**config.mk**
```make
export PLATFORM = sky130hd
export DESIGN_NAME = wb_regfile
export DESIGN_NICKNAME = d
export VERILOG_FILES = /design/src/rtl/wb_regfile.sv
export SDC_FILE = /design/constraint.sdc
export NUM_CORES = 2
export LEC_CHECK = 0
export ABC_AREA = 1
export BUFFER_PORTS_ARGS = -buffer_cell sky130_fd_sc_hd__buf_2
export CORE_MARGIN = 4
export CORE_UTILIZATION = 40
export DETAILED_ROUTE_END_ITERATION = 6
export HOLD_SLACK_MARGIN = 0.06
export SLEW_MARGIN = 30
export SYNTH_ARGS = -nofsm -noshare
export SYNTH_HDL_FRONTEND = slang
export SYNTH_SLANG_ARGS = --single-unit
```
**constraint.sdc**
```tcl
create_clock -name clk -period 36.9 [get_ports clk]
set_clock_uncertainty 0.1 [all_clocks]
set_input_delay 3.69 -clock clk [delete_from_list [all_inputs] [get_ports clk]]
set_output_delay 3.69 -clock clk [all_outputs]
set_load 0.01 [all_outputs]
```
**src/rtl/wb_regfile.sv**
```systemverilog
// Write-back pipeline latch plus a 32x32 register file with $0 hardwired to zero and a retire counter.
// Optional write-back-to-read bypass enabled by defining WB_REGFILE_BYPASS_EN.
module wb_regfile #(
  parameter int REG_NUM = 32,
  parameter int DATA_W  = 32
) (
  input  logic              clk,
  input  logic              rst,
  input  logic              stall_i,
  input  logic              flush_i,
  input  logic [4:0]        ex_wd_i,
  input  logic              ex_wreg_i,
  input  logic [DATA_W-1:0] ex_wdata_i,
  input  logic              re1_i,
  input  logic [4:0]        raddr1_i,
  input  logic              re2_i,
  input  logic [4:0]        raddr2_i,
  output logic [DATA_W-1:0] rdata1_o,
  output logic [DATA_W-1:0] rdata2_o,
  output logic [4:0]        wb_wd_o,
  output logic              wb_wreg_o,
  output logic [DATA_W-1:0] wb_wdata_o,
  output logic [31:0]       retire_cnt_o
);

  logic [DATA_W-1:0] regs_q [REG_NUM];
  logic [4:0]        wb_wd_q,    wb_wd_d;
  logic              wb_wreg_q,  wb_wreg_d;
  logic [DATA_W-1:0] wb_wdata_q, wb_wdata_d;
  logic [31:0]       retire_cnt_q, retire_cnt_d;
  logic              commit;

  // A held latch never commits, so each latched entry retires exactly once.
  assign commit = wb_wreg_q && !stall_i;

  always_comb begin
    wb_wd_d      = wb_wd_q;
    wb_wreg_d    = wb_wreg_q;
    wb_wdata_d   = wb_wdata_q;
    retire_cnt_d = retire_cnt_q;
    if (flush_i) begin
      wb_wd_d    = '0;
      wb_wreg_d  = 1'b0;
      wb_wdata_d = '0;
    end else if (!stall_i) begin
      wb_wd_d    = ex_wd_i;
      wb_wreg_d  = ex_wreg_i;
      wb_wdata_d = ex_wdata_i;
    end
    if (commit) retire_cnt_d = retire_cnt_q + 32'd1;
  end

  always_ff @(posedge clk or posedge rst) begin
    if (rst) begin
      wb_wd_q      <= '0;
      wb_wreg_q    <= 1'b0;
      wb_wdata_q   <= '0;
      retire_cnt_q <= '0;
    end else begin
      wb_wd_q      <= wb_wd_d;
      wb_wreg_q    <= wb_wreg_d;
      wb_wdata_q   <= wb_wdata_d;
      retire_cnt_q <= retire_cnt_d;
    end
  end

  always_ff @(posedge clk or posedge rst) begin
    if (rst) begin
      for (int i = 0; i < REG_NUM; i++) regs_q[i] <= '0;
    end else if (commit && (wb_wd_q != 5'd0)) begin
      regs_q[wb_wd_q] <= wb_wdata_q;
    end
  end

  function automatic logic [DATA_W-1:0] read_port(input logic re, input logic [4:0] addr);
    logic [DATA_W-1:0] val;
    val = '0;
    if (!rst && re && (addr != 5'd0)) begin
`ifdef WB_REGFILE_BYPASS_EN
      if (wb_wreg_q && (wb_wd_q == addr)) val = wb_wdata_q;
      else                                val = regs_q[addr];
`else
      val = regs_q[addr];
`endif
    end
    return val;
  endfunction

  always_comb begin
    rdata1_o = read_port(re1_i, raddr1_i);
    rdata2_o = read_port(re2_i, raddr2_i);
  end

  assign wb_wd_o      = wb_wd_q;
  assign wb_wreg_o    = wb_wreg_q;
  assign wb_wdata_o   = wb_wdata_q;
  assign retire_cnt_o = retire_cnt_q;

endmodule

```
==> summary.md <==
| Metric | Value |
|---|---|
| Final WS setup | 25.16 ns |
| CP required | 33.11 ns |
| Hold_sp | regs_q[1021] |
| CTS buffer count | 130 |
| Synth Register Bits | ~1100 |
| HPWL Detailed | around 120000 um |
| Most frequent CP cell | nand2_1 |
| Clock-pin slew on the worst setup and hold paths | approximately 0.06 ns |
| R2R Path End | regs_q[59] |
| Post-CTS Setup Bufs | 0 |
| Commonest non-fill, non-tap cell in the layout | nand2_1 |
| Worst setup startpoint | raddr2_i[0] |
| Top cells by area, synth | dfrtp_1 46%, nand2_1 18%, o21ai_0 10%, nand3_1 5.9%, a21oi_1 4.6% |
| Int Power | approximately 2.1 mW |
| H-Tree Depth | 4 |
| First-pass GRT wire length | 344000 um |
| Layout area overhead | 10.2% |
| Routed WL | approximately 230000 um |
| Leakage | 28.3 nW |
| Clock root buffer | clkbuf_16 |
| Crit end category | output port |
| Post-layout util | 0.445 |
| Die area | roughly 0.15 mm2 |
| Synthesized area | 0.0589 mm2 |
| Initial Util | 0.403 |
| Initial antenna violation count | 5 |
| Largest net degree at the start of global routing | 199 |
| Most frequent cells in the layout | 2803 x nand2_1, 1179 x o21ai_0, 1094 x dfrtp_1 |
| Sequential Power Share | 0.430 |
| CTS tree | built |
| Final setup fails | 0 |
| Final instance area | approximately 0.065 mm2 |
| CORE AREA | 0.146 mm2 |
| Top Ports | approximately 190 |
| IO Port Bufs | roughly 190 |
| Share of cells above drive strength 1 | 0.0698 |
| Number of unique standard cell types used by synthesis | 29 |
| Critical path buffers and inverters | 5 |
| Max incr delay on CP | approximately 0.80 ns |
| Setup slack, reg-to-reg | roughly 34 ns |
| Max-slew headroom | 0.241 |
| Critical Path Source Type | input port |
| Slew at the pin with the worst max-slew slack | roughly 1.1 ns |
| Area share of the leading cell type in the synthesized netlist | 0.464 |
| Crit Path Class | input port to output port |
| Global placer's final weighted congestion | about 0.81 |
| Switching part of the total | 0.272 |
| Synthesized instance count | between 8000 and 9000 |
| Horiz. Die Dim | roughly 390 um |
| Number of remaining DRC errors | 2 |
| Global Route met1 Usage | 0.413 |
| Period utilization | 0.318 |
| RSZ-0062 raised after global routing | false |
| Worst EP arrival | 7.95 ns |
| Run status | finished, violations left |
| Final Slew Violations | 0 |
| Initial DRC count | between 7000 and 8000 |
| Syn_nets | between 8000 and 9000 |
| Pre-CTS WS | ~25 ns |
| GRT Residual Overflow | 0 |
| CP delay by family, top | buffers and inverters |
| Highest clock rate | ~85 MHz |
| Comb power frac | 0.107 |
| Met2 usage | 0.458 |
| Worst-case reg-to-reg path depth | 5 |
| Cell count along the critical path | 13 |
| Wire per inst | approximately 23 um |
| Clk sinks | ~1100 |
| Inst Count DP | just under 10000 |
| Routed vias/inst | just under 6 |
| Vias | 57600 |
| Clock buffer depth | 3 |
| Total Power | about 2.9 mW |
| Setup TNS | 0 ns |
| Slowest library cell on the worst path | buf_4 |
| Hold_ws | approximately 0.3 ns |
| Clock Power Share | 0.462 |
| Antenna Violating Nets Remaining | 0 |
| Hold Crit Class | flip-flop to flip-flop |
| Initial DRT Pass Iterations | 7 |
| Hold-fix buffers, CTS | 0 |
| Fin cells | ~9900 |
| Nets | 7970 |
| Worst path cell trace | buf_8, buf_4, buf_4, buf_4, nand2_1, nand3_1, nand2_1, nor2_1, nand2_1, nand2_1, nor2_1, nor2_1, buf_2 |
| Seq/Total Area, Yosys | 0.464 |
| Crit path max fanout | 120 |
| Row Count | 140 |
| GRT met3 Usage | 0.0493 |
| Tot GR Track Use | 0.294 |
| Final min period | approximately 12 ns |
| Sw Pwr | around 780 uW |
| Max-Cap Viols | 0 |
| Failing checks | DRC |
| Final hold violation count | 0 |
| Vias in the first global route | approximately 53000 |
| Worst VDD drop | 0.0481 mV |
| Synth Warn # | 0 |
| Worst setup path end | rdata2_o[24] |
| PD cells | 44.4 mW/mm2 |
| Reg-to-Reg Start | wb_wreg_o |
| Clock latency on the worst-skew pair | 0.77 ns |
| Syn_area_per_cell | ~7.2 um2 |
| Grt peak-use layer | met2 |
| Post-synth top area cell | dfrtp_1 |
| Post-DP Area | 0.0606 mm2 |
| Cts repair resizes | 0 |
| Chip height | between 300 and 400 um |
registers in the layout (all words and copies together) (netlist names):
register      cells
retire_cnt_o     32
regs_q         1024
wb_wd_o           5
wb_wdata_o       32
wb_wreg_o         1
worst min-delay path by stage:
stage / to / depth (start not counted)
after global placement: regs_q[1005] / 0
after CTS: regs_q[993] / 0
after detailed placement: regs_q[993] / 0
final: regs_q[1021] / 0
after floorplan: regs_q[1000] / 1
after global routing: regs_q[1006] / 0
layout make-up:
class | instances | area (um2)
clock buffers | 191 | 3890
well taps | 1917 | 2400
repair buffers | 276 | 1850
fillers | 14900 | 81100
multi-input cells | 6065 | 27600
flip-flops and latches | 1094 | 27400
diodes | 2 | 5.00
clock inverters | 38 | 463
inverters | 348 | 1340
Yosys cell counts:
cell / count
a21oi_1: 546
buf_4: 1
nor4_1: 1
nand4_1: 9
dfrtp_1: 1094
o211ai_1: 255
nor2_2: 5
nor3_1: 3
clkinv_1: 3
nand2_2: 30
inv_1: 335
nand3b_1: 4
buf_2: 168
a31oi_1: 13
nor3_2: 5
o21ai_1: 87
xnor2_1: 11
o21ai_0: 1179
buf_1: 72
nand3_1: 691
nor3_4: 6
nor4_4: 1
inv_2: 10
nor2_1: 401
nand2_1: 2805
xor2_1: 12
clkbuf_2: 14
clkbuf_1: 481
ha_1: 1
cell families after synthesis:
family                   after synthesis  synth area share
AO/OA/AOI/OAI                       2080             0.188
XOR/XNOR                              23           0.00342
adder cells (fa/ha/maj)                1          0.000212
buffers and inverters               1084            0.0730
flip-flops                          1094             0.464
AND/OR/NAND/NOR                     3961             0.271
layer usage:
metal | share of wire | up-vias
met3 | 0.094 | 496
met4 | 0.036 | 4
met1 | 0.43 | 27700
met5 | 0.000087 | -
li1 | - | 26400
met2 | 0.44 | 2997
power groups by stage:
stage / Combinational (mW) / Clock, mW / Sequential [mW]
floorplan: 0.197 / 0 / 1.26
global placement: 0.301 / 0 / 1.26
detailed placement: 0.305 / 0 / 1.26
CTS: 0.306 / 1.35 / 1.24
global route: 0.339 / 1.40 / 1.24
finish: 0.310 / 1.33 / 1.24
(Power assumes the default switching activity.)
